$ cat config.mk
export PLATFORM = sky130hd
export DESIGN_NAME = rice_csr_arbiter
export DESIGN_NICKNAME = d
export VERILOG_FILES = /design/src/rtl/rice_csr_arbiter.sv
export SDC_FILE = /design/constraint.sdc
export NUM_CORES = 1
export LEC_CHECK = 0
export ABC_CLOCK_PERIOD_IN_PS = 4400
export CAP_MARGIN = 0
export CORE_MARGIN = 1
export CORE_UTILIZATION = 42
export CTS_CLUSTER_SIZE = 16
export DETAILED_ROUTE_END_ITERATION = 10
export HOLD_SLACK_MARGIN = 0.05
export PLACE_DENSITY = 0.92
export SETUP_SLACK_MARGIN = 0.05
export SLEW_MARGIN = 20
export SYNTH_ARGS = -nofsm -noshare
export SYNTH_HDL_FRONTEND = slang
export SYNTH_SLANG_ARGS = --single-unit
$ cat constraint.sdc
create_clock -name i_clk -period 4.4 [get_ports i_clk]
set_input_delay 0.88 -clock i_clk [delete_from_list [all_inputs] [get_ports i_clk]]
set_output_delay 0.88 -clock i_clk [all_outputs]
set_load 0.01 [all_outputs]
$ cat src/rtl/rice_csr_arbiter.sv
`default_nettype none
// ============================================================================
// Module   : rice_csr_arbiter
// Brief    : Round-robin arbiter sharing one non-posted CSR bus between
//            REQUESTERS masters. Optional watchdog: RICE_CSR_ARBITER_TIMEOUT_EN.
// Revision : 1.0 - initial release
// ============================================================================
module rice_csr_arbiter #(
    parameter int REQUESTERS    = 2,
    parameter int XLEN          = 32,
    parameter int ADDRESS_WIDTH = 12,
    parameter int TIMEOUT       = 255
) (
    input  logic                                  i_clk,
    input  logic                                  i_rst,
    input  logic [REQUESTERS-1:0]                 i_request,
    input  logic [REQUESTERS-1:0]                 i_write,
    input  logic [REQUESTERS*ADDRESS_WIDTH-1:0]   i_address,
    input  logic [REQUESTERS*XLEN-1:0]            i_write_data,
    output logic [REQUESTERS-1:0]                 o_request_ack,
    output logic [REQUESTERS-1:0]                 o_response_valid,
    output logic [XLEN-1:0]                       o_read_data,
    output logic                                  o_error,
    output logic                                  o_csr_request,
    output logic                                  o_csr_write,
    output logic [ADDRESS_WIDTH-1:0]              o_csr_address,
    output logic [XLEN-1:0]                       o_csr_write_data,
    input  logic                                  i_csr_request_ack,
    input  logic                                  i_csr_response_valid,
    input  logic [XLEN-1:0]                       i_csr_read_data,
    input  logic                                  i_csr_error
);

    localparam int IDX_W = $clog2(REQUESTERS);
    localparam logic [IDX_W-1:0] C_LAST_IDX = IDX_W'(REQUESTERS - 1);

    typedef enum logic [1:0] {
        IDLE     = 2'd0,
        REQUEST  = 2'd1,
        RESPONSE = 2'd2
    } state_t;

    state_t                    state_q, state_d;
    logic [IDX_W-1:0]          last_grant_q, last_grant_d;
    logic [IDX_W-1:0]          grant_q, grant_d;
    logic [REQUESTERS-1:0]     request_ack_q, request_ack_d;
    logic [REQUESTERS-1:0]     response_valid_q, response_valid_d;
    logic [XLEN-1:0]           read_data_q, read_data_d;
    logic                      error_q, error_d;
    logic                      csr_request_q, csr_request_d;
    logic                      csr_write_q, csr_write_d;
    logic [ADDRESS_WIDTH-1:0]  csr_address_q, csr_address_d;
    logic [XLEN-1:0]           csr_write_data_q, csr_write_data_d;

    logic                      w_found;
    logic [IDX_W-1:0]          w_sel;
    logic                      w_rsp_hit;
    logic                      w_tmo_hit;

    // Search upward from last_grant+1 with wrap; the last winner is checked last.
    always_comb begin
        w_found = 1'b0;
        w_sel   = last_grant_q;
        for (int i = 1; i <= REQUESTERS; i++) begin
            int cand;
            cand = int'(last_grant_q) + i;
            if (cand >= REQUESTERS) begin
                cand = cand - REQUESTERS;
            end
            if (!w_found && i_request[IDX_W'(cand)]) begin
                w_found = 1'b1;
                w_sel   = IDX_W'(cand);
            end
        end
    end

`ifdef RICE_CSR_ARBITER_TIMEOUT_EN
    localparam int TMO_W = $clog2(TIMEOUT + 1);
    localparam logic [TMO_W-1:0] C_TIMEOUT = TMO_W'(TIMEOUT);

    logic [TMO_W-1:0] tmo_cnt_q, tmo_cnt_d;

    always_comb begin
        tmo_cnt_d = tmo_cnt_q;
        if (state_q == IDLE) begin
            tmo_cnt_d = '0;
        end else begin
            tmo_cnt_d = tmo_cnt_q + 1'b1;
        end
    end

    always_ff @(posedge i_clk or posedge i_rst) begin
        if (i_rst) begin
            tmo_cnt_q <= '0;
        end else begin
            tmo_cnt_q <= tmo_cnt_d;
        end
    end

    // A genuine response in the expiry cycle takes precedence.
    assign w_tmo_hit = (state_q != IDLE) && !w_rsp_hit && (tmo_cnt_q == C_TIMEOUT);
`else
    assign w_tmo_hit = 1'b0;
`endif

    always_comb begin
        state_d          = state_q;
        last_grant_d     = last_grant_q;
        grant_d          = grant_q;
        request_ack_d    = '0;
        response_valid_d = '0;
        read_data_d      = read_data_q;
        error_d          = 1'b0;
        csr_request_d    = csr_request_q;
        csr_write_d      = csr_write_q;
        csr_address_d    = csr_address_q;
        csr_write_data_d = csr_write_data_q;
        w_rsp_hit        = 1'b0;

        case (state_q)
            IDLE: begin
                if (w_found) begin
                    grant_d                = w_sel;
                    last_grant_d           = w_sel;
                    csr_write_d            = i_write[w_sel];
                    csr_address_d          = i_address[int'(w_sel)*ADDRESS_WIDTH +: ADDRESS_WIDTH];
                    csr_write_data_d       = i_write_data[int'(w_sel)*XLEN +: XLEN];
                    request_ack_d[w_sel]   = 1'b1;
                    csr_request_d          = 1'b1;
                    state_d                = REQUEST;
                end
            end
            REQUEST: begin
                // A response without ack is not a response to our command.
                if (i_csr_request_ack) begin
                    csr_request_d = 1'b0;
                    if (i_csr_response_valid) begin
                        w_rsp_hit = 1'b1;
                    end else begin
                        state_d = RESPONSE;
                    end
                end
            end
            RESPONSE: begin
                if (i_csr_response_valid) begin
                    w_rsp_hit = 1'b1;
                end
            end
            default: begin
                state_d = IDLE;
            end
        endcase

        if (w_rsp_hit) begin
            response_valid_d[grant_q] = 1'b1;
            read_data_d               = i_csr_read_data;
            error_d                   = i_csr_error;
            state_d                   = IDLE;
        end

        if (w_tmo_hit) begin
            response_valid_d[grant_q] = 1'b1;
            read_data_d               = '0;
            error_d                   = 1'b1;
            csr_request_d             = 1'b0;
            state_d                   = IDLE;
        end
    end

    always_ff @(posedge i_clk or posedge i_rst) begin
        if (i_rst) begin
            state_q          <= IDLE;
            last_grant_q     <= C_LAST_IDX;
            grant_q          <= '0;
            request_ack_q    <= '0;
            response_valid_q <= '0;
            read_data_q      <= '0;
            error_q          <= 1'b0;
            csr_request_q    <= 1'b0;
            csr_write_q      <= 1'b0;
            csr_address_q    <= '0;
            csr_write_data_q <= '0;
        end else begin
            state_q          <= state_d;
            last_grant_q     <= last_grant_d;
            grant_q          <= grant_d;
            request_ack_q    <= request_ack_d;
            response_valid_q <= response_valid_d;
            read_data_q      <= read_data_d;
            error_q          <= error_d;
            csr_request_q    <= csr_request_d;
            csr_write_q      <= csr_write_d;
            csr_address_q    <= csr_address_d;
            csr_write_data_q <= csr_write_data_d;
        end
    end

    assign o_request_ack    = request_ack_q;
    assign o_response_valid = response_valid_q;
    assign o_read_data      = read_data_q;
    assign o_error          = error_q;
    assign o_csr_request    = csr_request_q;
    assign o_csr_write      = csr_write_q;
    assign o_csr_address    = csr_address_q;
    assign o_csr_write_data = csr_write_data_q;

endmodule
`default_nettype wire

-- Word level (Yosys, flattened, before mapping)
Index checks and enable logic that the tools add are counted.
- bits in registers: 87
- input port bits: 129
- word-level logic and storage cells: 74
- output and inout port bits: 83
- $mul: 1
- shift operators: 2
- add/sub/neg operators: 4
- reduce and logical (&&, ||, !) cells: 9
- equality and inequality tests: 8
- mux-type cells: 31
- order comparisons: 8
- operator list (kind ; number):
    indexed part select 64 x 7 -> 32 bit ; 1
    indexed part select 24 x 6 -> 12 bit ; 1
    2-to-1 mux 1 bit ; 19
    2-to-1 mux 2 bit ; 7
    != test 3 bit (second input constant) ; 3
    less-than comparator 1 x 3 -> 1 bit (second input constant) ; 2
    != test 2 bit (second input constant) ; 3
    one-hot mux 2 bit (3 select lines) ; 1
    less-than comparator 1 x 2 -> 1 bit (second input constant) ; 2
    one-hot mux 1 bit (2 select lines) ; 2
    AND reduction 4 bit ; 1
    adder 1 x 2 -> 3 bit (second input constant) ; 1
    >= comparator 3 x 2 -> 1 bit (second input constant) ; 1
    logical AND 1 bit ; 3
    multiplier 1 x 2 -> 3 bit (second input constant) ; 1
    AND reduction 3 bit ; 1
    adder 1 x 1 -> 2 bit (second input constant) ; 1
    demux 1 bit (select 1 bit) ; 2
    equality test 2 x 1 -> 1 bit (second input constant) ; 1
    equality test 2 bit (second input constant) ; 1
    >= comparator 1 bit (second input constant) ; 2
    >= comparator 2 bit (second input constant) ; 1
    logical NOT 2 bit ; 1
    AND reduction 2 bit ; 1
    other kinds (3) ; 4

-- Longest topological paths before layout
Gate-level depths: netlist of the first run.
- depth in word-level cells: 16
- mapped depth: 7
- mapped depth without buffers: 6

-- Worst setup path before layout of the first run
Ideal clock, no wire load.
- path type: input to register
- start: in i_request[0]
- end: reg csr_address_q[0] (netlist: o_csr_address[0])
- data arrival time: 1.778 ns
- setup slack: 2.489 ns
- setup time: 0.133 ns
- stages on the path: 5
- path buffers: 2
- cells stage by stage: ha_1 -> buf_4 -> buf_4 -> mux2i_1 -> o21ai_0
- word-level cells in the longest chain between the ends: 8
- RTL lines (item ; line ; RTL):
    start: declaration ; 16 ; input logic [REQUESTERS-1:0] i_request,
    2-to-1 mux 1 bit (implied by the code) (2 in a row) ; 70 ; if (!w_found && i_request[IDX_W'(cand)]) begin
    2-to-1 mux 1 bit ; 70 ;
    logical NOT 1 bit ; 70 ;
    logical AND 1 bit ; 70 ;
    2-to-1 mux 1 bit ; 70 ;
    multiplier 1 x 2 -> 3 bit ; 126 ; csr_address_d = i_address[int'(w_sel)*ADDRESS_WIDTH +: ADDRESS_WIDTH];
    indexed part select 24 x 6 -> 12 bit ; 126 ;
    end signal: assignment ; 193 ; csr_address_q <= csr_address_d;
    end: declaration ; 52 ; logic [ADDRESS_WIDTH-1:0] csr_address_q, csr_address_d;
Several ways; a longest one is shown, not always the timed one. The select of a mux whose other input is x is not followed.
A chain may end at the register's enable or synchronous reset.

-- Worst setup path after layout of the first run
- start: in i_request[0]
- end: reg csr_write_data_q[2] (netlist: o_csr_write_data[2])
- word-level cells in the longest chain between the ends: 7
- RTL lines (item ; line ; RTL):
    2-to-1 mux 1 bit (implied by the code) (2 in a row) ; 70 ;
    2-to-1 mux 1 bit ; 70 ;
    logical NOT 1 bit ; 70 ;
    logical AND 1 bit ; 70 ;
    2-to-1 mux 1 bit ; 70 ;
    indexed part select 64 x 7 -> 32 bit or AND reduction 2 bit (tied branches) ; - ;
    end signal: assignment ; 194 ; csr_write_data_q <= csr_write_data_d;
    end: declaration ; 53 ; logic [XLEN-1:0] csr_write_data_q, csr_write_data_d;
Several ways; a longest one is shown, not always the timed one. The select of a mux whose other input is x is not followed.

==> results of run 1 <==
## worst max-delay path by stage
| stage | startpoint | end | slack (ns) | depth (start not counted) |
|---|---|---|---|---|
| after CTS | i_request[0] | o_csr_write_data[2] | 1.77 | 5 |
| after global routing | i_request[0] | o_csr_write_data[2] | 1.64 | 5 |
| after floorplan | i_rst | grant_q | 1.27 | 1 |
| final | i_request[0] | o_csr_write_data[2] | 1.77 | 5 |
| after global placement | i_request[0] | o_csr_write_data[18] | 1.51 | 5 |
| after detailed placement | i_request[0] | o_csr_write_data[2] | 1.41 | 5 |
## registers in the layout, indices dropped and copies added, names as in the netlist
name              cells
grant_q               1
last_grant_q          1
o_csr_address        12
o_csr_request         1
o_csr_write           1
o_csr_write_data     32
o_error               1
o_read_data          32
o_request_ack         2
o_response_valid      2
state_q               2
## stage by stage
| step | instances | util [%] | worst slack, ns |
|---|---|---|---|
| 5_1_grt | 628 | 70.46 | 1.640 |
| 6_report | 628 | 70.46 | 1.766 |
| 3_3_place_gp | 612 | 68.12 | 1.508 |
| 4_1_cts | 628 | 70.40 | 1.772 |
| 3_5_place_dp | 612 | 68.12 | 1.409 |
| 2_1_floorplan | 308 | - | 1.271 |
## layout make-up
cell class | instances | area, um^2 | area share [%]
multi-input combinational | 198 | 1538 | 24.78
inverter | 5 | 20.02 | 0.3226
timing repair buffer | 214 | 2132 | 34.36
clock inverter | 7 | 77.57 | 1.250
clock buffer | 9 | 123.9 | 1.996
sequential | 87 | 2178 | 35.11
tap | 108 | 135.1 | 2.178
## metal layers
| layer | track usage [%] | part of all wire, % |
|---|---|---|
| met1 | 23.43 | 39 |
| met2 | 35.48 | 51 |
| met3 | 6.442 | 8.0 |
| met4 | 5.711 | 1.3 |
| met5 | 0 | 0 |
## kinds of logic after synthesis
family	synth area share [%]
fa+ha+maj	1.622
mux	23.46
buf+inv	3.893
flops	56.49
compound gates	7.203
simple gates	7.333
## power by group
group | internal [uW] | switching [uW]
Clock | 270 | 297
Sequential | 1180 | 205
Combinational | 1190 | 853
Total | 2640 | 1350
## critical path, stage by stage
cell and delay (ns):
clkdlybuf4s50_1 0.54, ha_2 0.37, buf_4 0.60, mux2i_1 0.28
o21ai_0 0.12
## cells in the final DEF, fill, tap and decap left out, drive strengths merged, types with 2 or more instances in the layout
cell	count
clkdlybuf4s50	210
dfrtp	86
nand2	51
o21ai	49
mux2i	45
mux2	32
clkbuf	9
inv	8
and2	5
ha	5
buf	4
nor2	3
nor3	2
clkinv	2
nand2b	2
==> summary.txt, run 1 <==
Outcome
  – Status: complete, but fails checks
  – Failing checks: design-rule violations

STA
  – Slew headroom: 49.09%
  – Endpoints failing hold: 0
  – Final setup viols: 0
  – Final period util: 59.86%
  – Fin Setup TNS: 0 ns
  – RSZ-0062 raised after global routing: no
  – Hold_ws: 0.4605 ns
  – Minimum clock period: 2.634 ns
  – Slew @ Worst Pin: 0.7636 ns
  – Slew Viols, Final: 0
  – Clock Skew: 0.01281 ns
  – Highest Clock Rate: 379.7 MHz

GRT
  – Vias in the first global route: 3065
  – Largest net degree at the start of global routing: 82
  – Initial antenna violation count: 0
  – First-pass GRT wire length: 15140 um
  – Congestion Overflow GR: 0
  – Tot GR Track Use: 20.12%

Power and ir drop
  – Design Power: 3995 uW
  – Pwr Density: 643.8 nW/um^2
  – Worst VDD drop: 270.4 uV
  – Lkg Pwr: 0.002772 uW

Place
  – Detailed Place HPWL: 7184 um
  – GPL Wtd Cong: 0.7329
  – Post-DP Area: 5998 um^2
  – Port Buffers: 210

Setup path
  – Worst Path Required: 4.59 ns
  – Critical setup path kind: input pin to flip-flop
  – Critical-path maximum fanout: 47
  – Startpoint types: input pin
  – Crit. End Element: flip-flop
  – Reg2reg start: last_grant_q
  – Reg2reg end: o_csr_write_data[2]
  – Worst path arrival time: 2.82 ns
  – Reg2reg path depth: 5
  – R2R setup slack: 2.33 ns

Detailed routing
  – DR iter-0 viols: 62
  – Via count: 3039
  – Vias/cell: 4.839
  – Drt total wl: 9407 um
  – Final ANT Viol Nets: 0
  – Drt drc: 26
  – Routed len/inst: 14.98 um
  – Detailed Routing Iterations Pass 1: 7

Min path
  – Hold Path End: o_response_valid[0]
  – Tightest Hold Check Type: flip-flop to flip-flop
  – Worst Hold Depth: 1
  – Min-delay src: grant_q

Final layout
  – Fill count: 630
  – Fin nets: 649
  – Area grow syn2layout: 60.90%
  – Final Cell Area: 6205 um^2
  – Layout cell share with drive strength beyond 1: 11.35%
  – ANT cells: 0

Logic synthesis
  – Sequential element share of the synthesized area: 56.49%
  – Seq cells post-synth: 87
  – Cells after synthesis: 308
  – Top cells by area, synth: dfrtp_1 (56%), mux2i_1 (12%), mux2_4 (9.7%), o21ai_0 (6.4%), nand2_1 (4.9%)
  – Syn nets: 442
  – Yosys top cell area share: 55.81%
  – Ys Warns: 0
  – Post-synth EDFFs: 0
  – Synth cell count leaders: dfrtp_1 (86), nand2_1 (50), o21ai_0 (49)
  – Ys flop type: dfrtp_1
  – Synth area leader: dfrtp_1
  – Most numerous cell in the Yosys netlist: dfrtp_1
  – Mean area per synthesized cell: 12.52 um^2
  – Mapped Area: 3856 um^2
  – Library cells used by synthesis: 24
  – Async S/R FF share, synth: 100.0%

Clock tree
  – Clock root buffer master: clkbuf_8
  – CTS sink cnt: 87
  – Worst skew pair latency: 0.35 ns
  – Post-cts gate resize count: 0
  – H-tree Lvls: 3
  – Clock Tree Buf Depth: 2
  – CTS buffer count: 9
  – Post-CTS setup buffer count: 0
  – Hold-fix buffers at CTS: 0
  – Clock-pin transition on the worst setup and hold timing paths: 0.09 ns
  – CTS tree: done

Floorplanning
  – Initial Util: 43.79%
  – Row count: 34
  – I/O Pins: 212
  – Die Span Y: 97.82 um
  – CORE AREA: 8806 um^2
  – Total die area: 9569 um^2
  – Die width: 97.82 um

Job
  – Max-cap violation count: 0
Note: power is estimated with default switching activity, not from simulation.
==> inputs of run 2 (changes only) <==
--- a/config.mk
+++ b/config.mk
@@ -5,14 +5,14 @@
 export SDC_FILE = /design/constraint.sdc
 export NUM_CORES = 1
 export LEC_CHECK = 0
-export ABC_CLOCK_PERIOD_IN_PS = 4400
+export ABC_CLOCK_PERIOD_IN_PS = 2300
 export CAP_MARGIN = 0
 export CORE_MARGIN = 1
-export CORE_UTILIZATION = 42
+export CORE_UTILIZATION = 35
 export CTS_CLUSTER_SIZE = 16
 export DETAILED_ROUTE_END_ITERATION = 10
 export HOLD_SLACK_MARGIN = 0.05
-export PLACE_DENSITY = 0.92
+export PLACE_DENSITY = 0.83
 export SETUP_SLACK_MARGIN = 0.05
 export SLEW_MARGIN = 20
 export SYNTH_ARGS = -nofsm -noshare
==> constraint.sdc (replaced) <==
create_clock -name i_clk -period 2.3 [get_ports i_clk]
set_input_delay 0.46 -clock i_clk [delete_from_list [all_inputs] [get_ports i_clk]]
set_output_delay 0.46 -clock i_clk [all_outputs]
set_load 0.01 [all_outputs]
==> summary.txt, run 2 (same netlist as run 1, synthesis figures left out) <==
Outcome
  – Status: complete, no violations

Floorplanning
  – Total die area: 11440 um^2
  – Die width: 107.0 um
  – CORE AREA: 10510 um^2
  – Die Span Y: 107.0 um
  – Row count: 37
  – I/O Pins: 212
  – Initial Util: 36.69%

Setup path
  – Critical Path Stages: 1
  – WP buf/inv: 1
  – Slowest CP cell: clkdlybuf4s50_1
  – Critical setup path kind: flip-flop to output pin
  – Reg2reg path depth: 6
  – Crit-path cells: clkdlybuf4s50_1
  – Worst path arrival time: 1.28 ns
  – Critical-path maximum fanout: 3
  – Family with the most delay on the worst path: buffers and inverters
  – Worst Path Required: 1.84 ns
  – Largest stage delay, worst path: 0.56 ns
  – Startpoint types: flip-flop
  – Crit. End Element: output pin

Job
  – Max-cap violation count: 0

STA
  – Setup WS post-layout: 0.5612 ns
  – Slew Viols, Final: 0
  – Slew @ Worst Pin: 0.5504 ns
  – Clock Skew: 0.003305 ns
  – Fin Setup TNS: 0 ns
  – Final period util: 75.60%
  – Slew headroom: 63.23%
  – RSZ-0062 raised after global routing: no
  – Minimum clock period: 1.739 ns
  – Endpoints failing hold: 0
  – Final setup viols: 0
  – Highest Clock Rate: 575.1 MHz

Final layout
  – Register Area: 2178 um^2
  – Final Cell Area: 6337 um^2
  – Final core occ: 60.30%
  – Fill count: 859
  – Commonest non-fill, non-tap cell in the layout: clkdlybuf4s50_1
  – Layout cell share with drive strength beyond 1: 12.02%
  – Area grow syn2layout: 64.34%
  – Fin nets: 653
  – Multi-input logic area: 1533 um^2
  – ANT cells: 0
  – Commonest cells after routing, fill and taps aside: clkdlybuf4s50_1 (210), dfrtp_1 (86), nand2_1 (49), o21ai_0 (49), mux2i_1 (45)

Detailed routing
  – Drt drc: 0
  – Detailed Routing Iterations Pass 1: 4
  – Via count: 3008
  – Routed len/inst: 14.38 um
  – DR iter-0 viols: 90
  – Drt total wl: 9493 um
  – Vias/cell: 4.558
  – Final ANT Viol Nets: 0

Power and ir drop
  – Lkg Pwr: 0.002805 uW
  – Pwr Density: 1213 nW/um^2
  – Worst VDD drop: 570.4 uV

Place
  – Post-DP Area: 6141 um^2
  – GPL Wtd Cong: 0.7232
  – Detailed Place HPWL: 7404 um
  – Post-Place Setup Slack: 0.2835 ns
  – Port Buffers: 210

Clock tree
  – CTS buffer count: 9
  – Worst skew pair latency: 0.34 ns
  – H-tree Lvls: 3
  – Post-cts gate resize count: 0
  – Post-CTS setup buffer count: 0
  – Clock-pin transition on the worst setup and hold timing paths: 0.08 ns
  – Hold-fix buffers at CTS: 0
  – CTS tree: done
  – Clock Tree Buf Depth: 2
  – Clock root buffer master: clkbuf_8
  – CTS sink cnt: 87

GRT
  – Vias in the first global route: 3162
  – First-pass GRT wire length: 15000 um
  – Congestion Overflow GR: 0
  – Largest net degree at the start of global routing: 95
  – Tot GR Track Use: 17.04%
  – Initial antenna violation count: 0

Min path
  – Worst Hold Depth: 1
  – Tightest Hold Check Type: flip-flop to flip-flop
## run 2: cell count changes in the layout (fill, tap and decap cells not counted), sizes merged
| cell | previous run | this run |
|---|---|---|
| buf | 4 | 8 |
| inv | 8 | 5 |
| clkinvlp | 1 | 3 |
| clkinv | 2 | 3 |
## run 2: final cells by class
type,count,share of cell area [%]
multi-input combinational,198,24.19
inverter,5,0.3554
sequential,87,34.37
clock inverter,7,1.145
tap,136,2.685
timing repair buffer,218,35.30
clock buffer,9,1.955
## run 2: report_power, final
part / switching [uW] / total (uW) / internal (uW)
clock network: 536 / 1040 / 504
registers: 380 / 2640 / 2260
logic: 1630 / 4000 / 2370
total: 2550 / 7690 / 5130
## run 2: path summary, 6_finish.rpt
path,from,to,slack [ns]
setup / recovery,o_csr_request,o_csr_request,0.56
hold / removal,grant_q,o_response_valid[0],0.48
setup reg to reg,state_q[0],o_read_data[2],0.57
hold reg to reg,grant_q,o_response_valid[0],0.48
max in group asynchronous,i_rst,o_csr_write_data[27],1.26
min in group asynchronous,i_rst,state_q[1],0.52
## run 2: metal layers
layer,share of wire (%),global-route usage (%)
met1,41,18.53
met2,50,30.65
met3,8.2,6.201
met4,1.1,5.382
met5,0,0
## run 2: stage by stage
step / total power [uW] / hold slack, ns / std cells
4_1_cts: 7805 / 0.4791 / 660
3_3_place_gp: 6570 / 0.4592 / 644
2_1_floorplan: 4715 / 0.4267 / 308
6_report: 7685 / 0.4751 / 660
5_1_grt: 8227 / 0.5005 / 660
3_5_place_dp: 6728 / 0.4648 / 644
